--- src/rtl/hazard_stall_unit.sv ---
// hazard_stall_unit: ID-stage stall/flush/freeze controller with memory-wait watchdog and saturating counters
module hazard_stall_unit #(
  parameter int CNT_W = 16,
  parameter int MAX_WAIT = 64
) (
  input  logic             clk,
  input  logic             rst,
  input  logic [4:0]       IFID_Rs,
  input  logic [4:0]       IFID_Rt,
  input  logic             IFID_UsesRt,
  input  logic             IFID_Branch,
  input  logic             BranchTaken,
  input  logic [4:0]       IDEX_RegDest,
  input  logic [1:0]       IDEX_RegWrite,
  input  logic             IDEX_MemRead,
  input  logic [4:0]       EXMEM_RegDest,
  input  logic             EXMEM_MemRead,
  input  logic             EXMEM_MemAccess,
  input  logic             DMem_Ready,
  output logic             PCWrite,
  output logic             IFID_Write,
  output logic             IDEX_Bubble,
  output logic             IFID_Flush,
  output logic             Freeze,
  output logic             MemTimeout,
  output logic [CNT_W-1:0] StallCount,
  output logic [CNT_W-1:0] FreezeCount
);
  localparam int WW = $clog2(MAX_WAIT + 1);
  typedef enum logic {RUN, LD_BR} state_t;
  state_t state_q, state_d;
  logic [WW-1:0] wait_q, wait_d;
  logic [CNT_W-1:0] stall_q, stall_d, frzc_q, frzc_d;
  logic timeout_q, timeout_d;
  logic frz, ex_wr, m_ex, m_mem, lu, br_alu, br_ldex, br_ldmem, stall;
  assign frz = EXMEM_MemAccess && !DMem_Ready;
  assign ex_wr = |IDEX_RegWrite;
  assign m_ex = IDEX_RegDest != 5'd0 &&
                (IDEX_RegDest == IFID_Rs || (IFID_UsesRt && IDEX_RegDest == IFID_Rt));
  assign m_mem = EXMEM_RegDest != 5'd0 &&
                 (EXMEM_RegDest == IFID_Rs || (IFID_UsesRt && EXMEM_RegDest == IFID_Rt));
  assign lu = IDEX_MemRead && ex_wr && m_ex;
  assign br_alu = IFID_Branch && ex_wr && !IDEX_MemRead && m_ex;
  assign br_ldex = IFID_Branch && lu;
  assign br_ldmem = IFID_Branch && EXMEM_MemRead && m_mem;
  // LD_BR issues its pending stall without looking at the current hazard inputs
  assign stall = !frz && (state_q == LD_BR || lu || br_alu || br_ldmem);
  always_comb begin
    state_d = frz ? state_q : (state_q == RUN && br_ldex) ? LD_BR : RUN;
    PCWrite = !rst && !frz && !stall;
    IFID_Write = !rst && !frz && !stall;
    IDEX_Bubble = rst || stall;
    IFID_Flush = rst || (!frz && !stall && BranchTaken);
    Freeze = !rst && frz;
    wait_d = !frz ? '0 : (wait_q == WW'(MAX_WAIT)) ? wait_q : wait_q + WW'(1);
    timeout_d = timeout_q || (frz && wait_q == WW'(MAX_WAIT - 1));
    stall_d = (IDEX_Bubble && stall_q != '1) ? stall_q + CNT_W'(1) : stall_q;
    frzc_d = (Freeze && frzc_q != '1) ? frzc_q + CNT_W'(1) : frzc_q;
  end
  always_ff @(posedge clk) begin
    if (rst) begin
      state_q <= RUN;
      wait_q <= '0;
      timeout_q <= 1'b0;
      stall_q <= '0;
      frzc_q <= '0;
    end else begin
      state_q <= state_d;
      wait_q <= wait_d;
      timeout_q <= timeout_d;
      stall_q <= stall_d;
      frzc_q <= frzc_d;
    end
  end
  assign MemTimeout = timeout_q;
  assign StallCount = stall_q;
  assign FreezeCount = frzc_q;
endmodule

--- config.mk ---
export PLATFORM = sky130hd
export DESIGN_NAME = hazard_stall_unit
export DESIGN_NICKNAME = d
export VERILOG_FILES = /design/src/rtl/hazard_stall_unit.sv
export SDC_FILE = /design/constraint.sdc
export NUM_CORES = 1
export LEC_CHECK = 0
export ABC_AREA = 1
export ABC_CLOCK_PERIOD_IN_PS = 4900
export BUFFER_PORTS_ARGS = -buffer_cell sky130_fd_sc_hd__buf_2
export CAP_MARGIN = 20
export CORE_MARGIN = 2
export CORE_UTILIZATION = 40
export CTS_BUF_LIST = sky130_fd_sc_hd__clkbuf_16
export DETAILED_ROUTE_END_ITERATION = 12
export PLACE_DENSITY_LB_ADDON = 0.1
export REMOVE_ABC_BUFFERS = 1
export SYNTH_ARGS = -nofsm -noshare
export SYNTH_HDL_FRONTEND = slang
export SYNTH_SLANG_ARGS = --single-unit
--- constraint.sdc ---
create_clock -name clk -period 4.9 [get_ports clk]
set_input_delay 0.49 -clock clk [delete_from_list [all_inputs] [get_ports clk]]
set_output_delay 0.49 -clock clk [all_outputs]
set_load 0.01 [all_outputs]
=== Word-level counts from Yosys, hierarchy flattened ===
Index checks and enable logic that the tools add are counted.

* Memories kept: 0
* Input port bits: 31
* ROM bits: 0
* Output and inout port bits: 38
* Bits in writable memories: 0
* Bits in latches: 0
* Register bits: 41
* Logic and storage cells: 59

* Add/subtract/negate cells: 3
* Reductions and logical operators: 40
* Magnitude comparators: 0
* Shifts and indexed selects: 0
* Multipliers: 0
* Bitwise logic cells: 2
* Muxes and demuxes: 1
* Divide/modulo/power cells: 0
* Equal/unequal tests: 8

{| class="wikitable"
|+ Operators with widths
! cell !! number
|-
| $add A16 B1 Y16 const B || 2
|-
| $ne A16 B16 Y1 const B || 2
|-
| $logic_and A1 B1 Y1 || 23
|-
| $eq A5 B5 Y1 || 4
|-
| $reduce_bool A5 Y1 || 2
|-
| $logic_or A1 B1 Y1 || 8
|-
| $add A7 B1 Y7 const B || 1
|-
| $eq A7 B6 Y1 const B || 1
|-
| $eq A7 B7 Y1 const B || 1
|-
| $logic_not A1 Y1 || 5
|-
| $reduce_or A2 Y1 || 2
|-
| $not A1 Y1 || 2
|-
| $mux W1 || 1
|}

=== Logic depth before layout (Yosys ltp) ===
* Depth after elaboration: 13
* Gate-level depth with buffers: 13

=== Worst setup path before layout ===
No wires, ideal clock.

* Path kind: input -> output
* Start: input IFID_Rt[2]
* End: output PCWrite
* Data required time: 4.410 ns
* Data arrival time: 1.654 ns
* Path slack: 2.756 ns
* Stages on the path: 11
* Path buffers: 2
* Cells stage by stage: inv_1 nand2_1 nand2_1 nor2_1 nand3_1 nand2_1 a21oi_4 nand3_4 buf_6 nor2_1 buf_4

* Longest elaborated chain between the ends: 11
* Elaborated cells between the ends (all ways): 17
* Classes of those cells: eq/ne (2); reduce/logical (15)

{| class="wikitable"
|+ RTL lines
! item !! RTL line !! RTL
|-
| start: declaration || 9 || <nowiki>input logic [4:0] IFID_Rt,</nowiki>
|-
| $eq A5 B5 Y1 || 39 || <nowiki>(IDEX_RegDest == IFID_Rs || (IFID_UsesRt && IDEX_RegDest == IFID_Rt));</nowiki>
|-
| $logic_and A1 B1 Y1 || 39 ||
|-
| $logic_or A1 B1 Y1 || 39 ||
|-
| $logic_and A1 B1 Y1 || 38 || <nowiki>assign m_ex = IDEX_RegDest != 5'd0 &&</nowiki>
|-
| $logic_and A1 B1 Y1 || 42 || <nowiki>assign lu = IDEX_MemRead && ex_wr && m_ex;</nowiki>
|-
| $logic_or A1 B1 Y1 (2 in a row) || 47 || <nowiki>assign stall = !frz && (state_q == LD_BR || lu || br_alu || br_ldmem);</nowiki>
|-
| $logic_or A1 B1 Y1 (*) || 47 ||
|-
| $logic_and A1 B1 Y1 (*) || 47 ||
|-
| $logic_not A1 Y1 (*) || n/a ||
|-
| $logic_and A1 B1 Y1 (*) || n/a ||
|-
| end: declaration || 20 || <nowiki>output logic PCWrite,</nowiki>
|}

Mark *: on every way between the ends. The rest lies on a longest branch, timed or not.

=== Worst setup path in the final report ===
* Start: input rst
* End: output IFID_Write

* Longest elaborated chain between the ends: 3

{| class="wikitable"
|+ RTL lines
! item !! RTL line !! RTL
|-
| start: declaration || 7 || <nowiki>input logic rst,</nowiki>
|-
| $logic_not A1 Y1 || 51 || <nowiki>IFID_Write = !rst && !frz && !stall;</nowiki>
|-
| $logic_and A1 B1 Y1 (2 in a row) || 51 ||
|-
| end: declaration || 21 || <nowiki>output logic IFID_Write,</nowiki>
|}

No other way between the ends.

==> metrics.md <==
| Metric | Value |
|---|---|
| Run status | `complete, no violations` |
| Syn avg cell area | `6.26 sq um` |
| Vias in the first global route | `2752` |
| Arr. time, crit path | `2.23 ns` |
| Root buf cell | `clkbuf_16` |
| Hold path depth | `2` |
| Gr ovfl total | `0` |
| Final setup vio count | `0` |
| Worst slew margin | `0.323` |
| Io pins | `69` |
| Routed via count | `2899` |
| Filler instances | `758` |
| PortBufs | `68` |
| CTS sink count | `41` |
| Hold Crit Start | `wait_q[6]$_SDFFE_PN0P_` |
| Synth warnings | `0` |
| CTS Hold Buffers Added | `0` |
| Worst Hold Path EP | `wait_q[6]$_SDFFE_PN0P_` |
| Layout area overhead | `18.4%` |
| Die Wd | `88.9 um` |
| Clock Skew | `0.00451 ns` |
| Crit path time final | `2.72 ns` |
| Clk pin slew, worst setup/hold paths | `0.06 ns` |
| R2R Path Start | `FreezeCount[0]$_SDFFE_PP0P_` |
| Fmax | `0.368 GHz` |
| Global-route wire length before repair | `12000 um` |
| Drt via density | `4.68` |
| Peak supply drop | `118 uV` |
| Main area contributors after synthesis | `dfxtp_1 28%, nand2_1 16%, inv_1 10%` |
| Initial core utilization | `0.420` |
| Hold crit path type | `flip-flop to flip-flop` |
| Post-CTS setup buffer count | `0` |
| Post-CTS sizing | `0` |
| Flop2flop setup slack | `2.80 ns` |
| Die extent in y | `88.9 um` |
| Multi-input logic area | `1660 sq um` |
| CTS Buf Count | `5` |
| Share of cells above drive strength 1 | `0.208` |
| DRT antenna net count | `0` |
| Worst EP required | `4.41 ns` |
| Detailed Place HPWL | `5160 um` |
| CP Max Fanout | `28` |
| DR iter-0 viols | `80` |
| Max-cap violations | `0` |
| Delay-heaviest family, CP | `buffers and inverters` |
| Period utilization | `0.555` |
| Worst skew pair latency | `0.28 ns` |
| Mapped cell area | `2890 sq um` |
| Slew Viols, Final | `0` |
| Synth cell types | `33` |
| R2R cell count | `9` |
| Worst path slowest cell | `inv_1` |
| Pwr Density | `232 nW/um^2` |
| Synth top area share | `0.284` |
| Net count reported at finish | `559` |
| CTS tree | `built` |
| Register area share after synthesis | `0.284` |
| Row cnt | `30` |
| Global placer's final weighted congestion | `0.866` |
| RR Endpoint | `FreezeCount[9]$_SDFFE_PP0P_` |
| Crit path cell chain | `buf_2 -> inv_1 -> nand3_4 -> nor2_1 -> buf_2` |
| Fin. Hold Viols | `0` |
| RSZ-0062 raised after global routing | `false` |
| Largest net degree at the start of global routing | `33` |
| Die ar. | `7910 sq um` |
| Leakage power | `1.65 nW` |
| Reg area | `821 sq um` |
| WL per Instance | `10.9 um` |
| Pre-antenna DRT Iters | `4` |
| Cell taking the most area after synthesis | `dfxtp_1` |
| Setup CP Type | `input port to output port` |
| GRT Util Overall | `0.188` |
| H-tree levels | `2` |
| Core ar. | `6870 sq um` |
| Diode count | `0` |
| Crit start category | `input port` |
| Worst-Margin Slew | `1.01 ns` |
| Final wirelength | `6750 um` |
| Setup TNS | `0 ns` |
| Yosys reg bits | `41` |
| CP dominant cell by count | `buf_2` |
| DRC | `0` |
| Tot Pwr | `792 uW` |
| WP buf/inv | `3` |
| Antenna violations before repair | `0` |
| Post-Syn Instances | `461` |
| Clock tree buffer depth | `2` |
| Element type at the critical path end | `output port` |
| CP peak stage delay | `0.62 ns` |
cell usage in the layout, fill, tap and decap left out, types with 2 or more instances in the layout:
| cell | n |
|---|---|
| a21oi_1 | 17 |
| a31oi_1 | 3 |
| buf_2 | 68 |
| clkbuf_16 | 5 |
| dfxtp_1 | 41 |
| ha_1 | 4 |
| inv_1 | 77 |
| inv_2 | 6 |
| nand2_1 | 126 |
| nand2_2 | 5 |
| nand3_1 | 31 |
| nand3_2 | 7 |
| nand3_4 | 2 |
| nand4_1 | 22 |
| nor2_1 | 55 |
| nor2_2 | 2 |
| nor3_1 | 9 |
| nor3_2 | 7 |
| nor4_1 | 4 |
| o21ai_0 | 13 |
| xnor2_1 | 4 |
| xor2_1 | 6 |
synthesized netlist by cell type (all sizes together):
library cell / instances
inv: 83
ha: 4
nor3b: 1
nand2: 131
nand4: 23
nand3: 40
a21oi: 19
a31oi: 3
xnor2: 4
nor3: 17
nor4: 4
buf: 9
clkbuf: 3
o21ai: 13
xor2: 6
dfxtp: 41
nor2: 58
o21a: 1
a21boi: 1
how the worst max path moves through the flow:
stage / endpoint / slack, ns / depth (start not counted) / startpoint
finish: IFID_Write / 2.18 / 5 / rst
floorplan: IFID_Write / 2.80 / 9 / IFID_Rt[2]
CTS: IFID_Write / 2.20 / 5 / rst
global route: IFID_Write / 2.04 / 5 / rst
detailed placement: IFID_Write / 2.20 / 5 / rst
global placement: PCWrite / 2.23 / 5 / rst
worst reg2reg max path: stages (launching register included):
cell and delay (ns):
dfxtp_1 0.40, ha_1 0.22, nand3_1 0.11, nor2_1 0.19
nand3_1 0.11, nand2_1 0.34, inv_1 0.28, nand4_1 0.17
o21ai_0 0.09, nor2_1 0.13
area by class of cell:
cell class	instances	share of cell area
tap	96	0.0352
timing repair buffer	68	0.0996
sequential	41	0.240
clock inverter	2	0.0103
clock buffer	5	0.0366
inverter	83	0.0912
multi-input combinational	325	0.487
metrics by stage:
stage	hold slack, ns	setup slack [ns]	instance area [sq um]	util	cells
3_5_place_dp	0.455	2.20	3260	0.474	613
2_1_floorplan	0.439	2.80	2800	-	449
5_1_grt	0.500	2.04	3420	0.497	620
6_report	0.458	2.18	3420	0.497	620
4_1_cts	0.466	2.20	3420	0.497	620
3_3_place_gp	0.452	2.23	3260	0.474	613
registers in the layout (all words and copies together), names as in the netlist:
register / flops
state_q: 1
StallCount: 16
MemTimeout: 1
wait_q: 7
FreezeCount: 16
cell families (layout without fill, tap and decap cells):
| kind of cell | count (synthesis) | count (layout) | synth area share |
|---|---|---|---|
| and+or+nand+nor | 274 | 274 | 0.457 |
| DFF | 41 | 41 | 0.284 |
| adders and majority gates | 4 | 4 | 0.0173 |
| buffers and inverters | 95 | 158 | 0.139 |
| AOI/OAI and AO/OA | 37 | 37 | 0.0724 |
| xor gates and xnor gates | 10 | 10 | 0.0304 |
per-layer routing:
| layer | part of all wire | routed length, um | track usage | vias to the layer above |
|---|---|---|---|---|
| li1 | - | - | - | 1587 |
| met3 | 0.040 | 271 | 0.0332 | 4 |
| met4 | 0.0068 | 46 | 0.0556 | 0 |
| met1 | 0.51 | 3440 | 0.258 | 1245 |
| met5 | 0 | 0 | 0 | - |
| met2 | 0.44 | 3000 | 0.303 | 63 |
where the power goes:
| part | total, mW | internal [mW] | switching (mW) |
|---|---|---|---|
| Sequential | 0.341 | 0.337 | 0.00407 |
| Clock | 0.364 | 0.236 | 0.127 |
| Combinational | 0.0877 | 0.0315 | 0.0563 |
| Total | 0.792 | 0.604 | 0.188 |
Power figures use the tool's default switching activity.
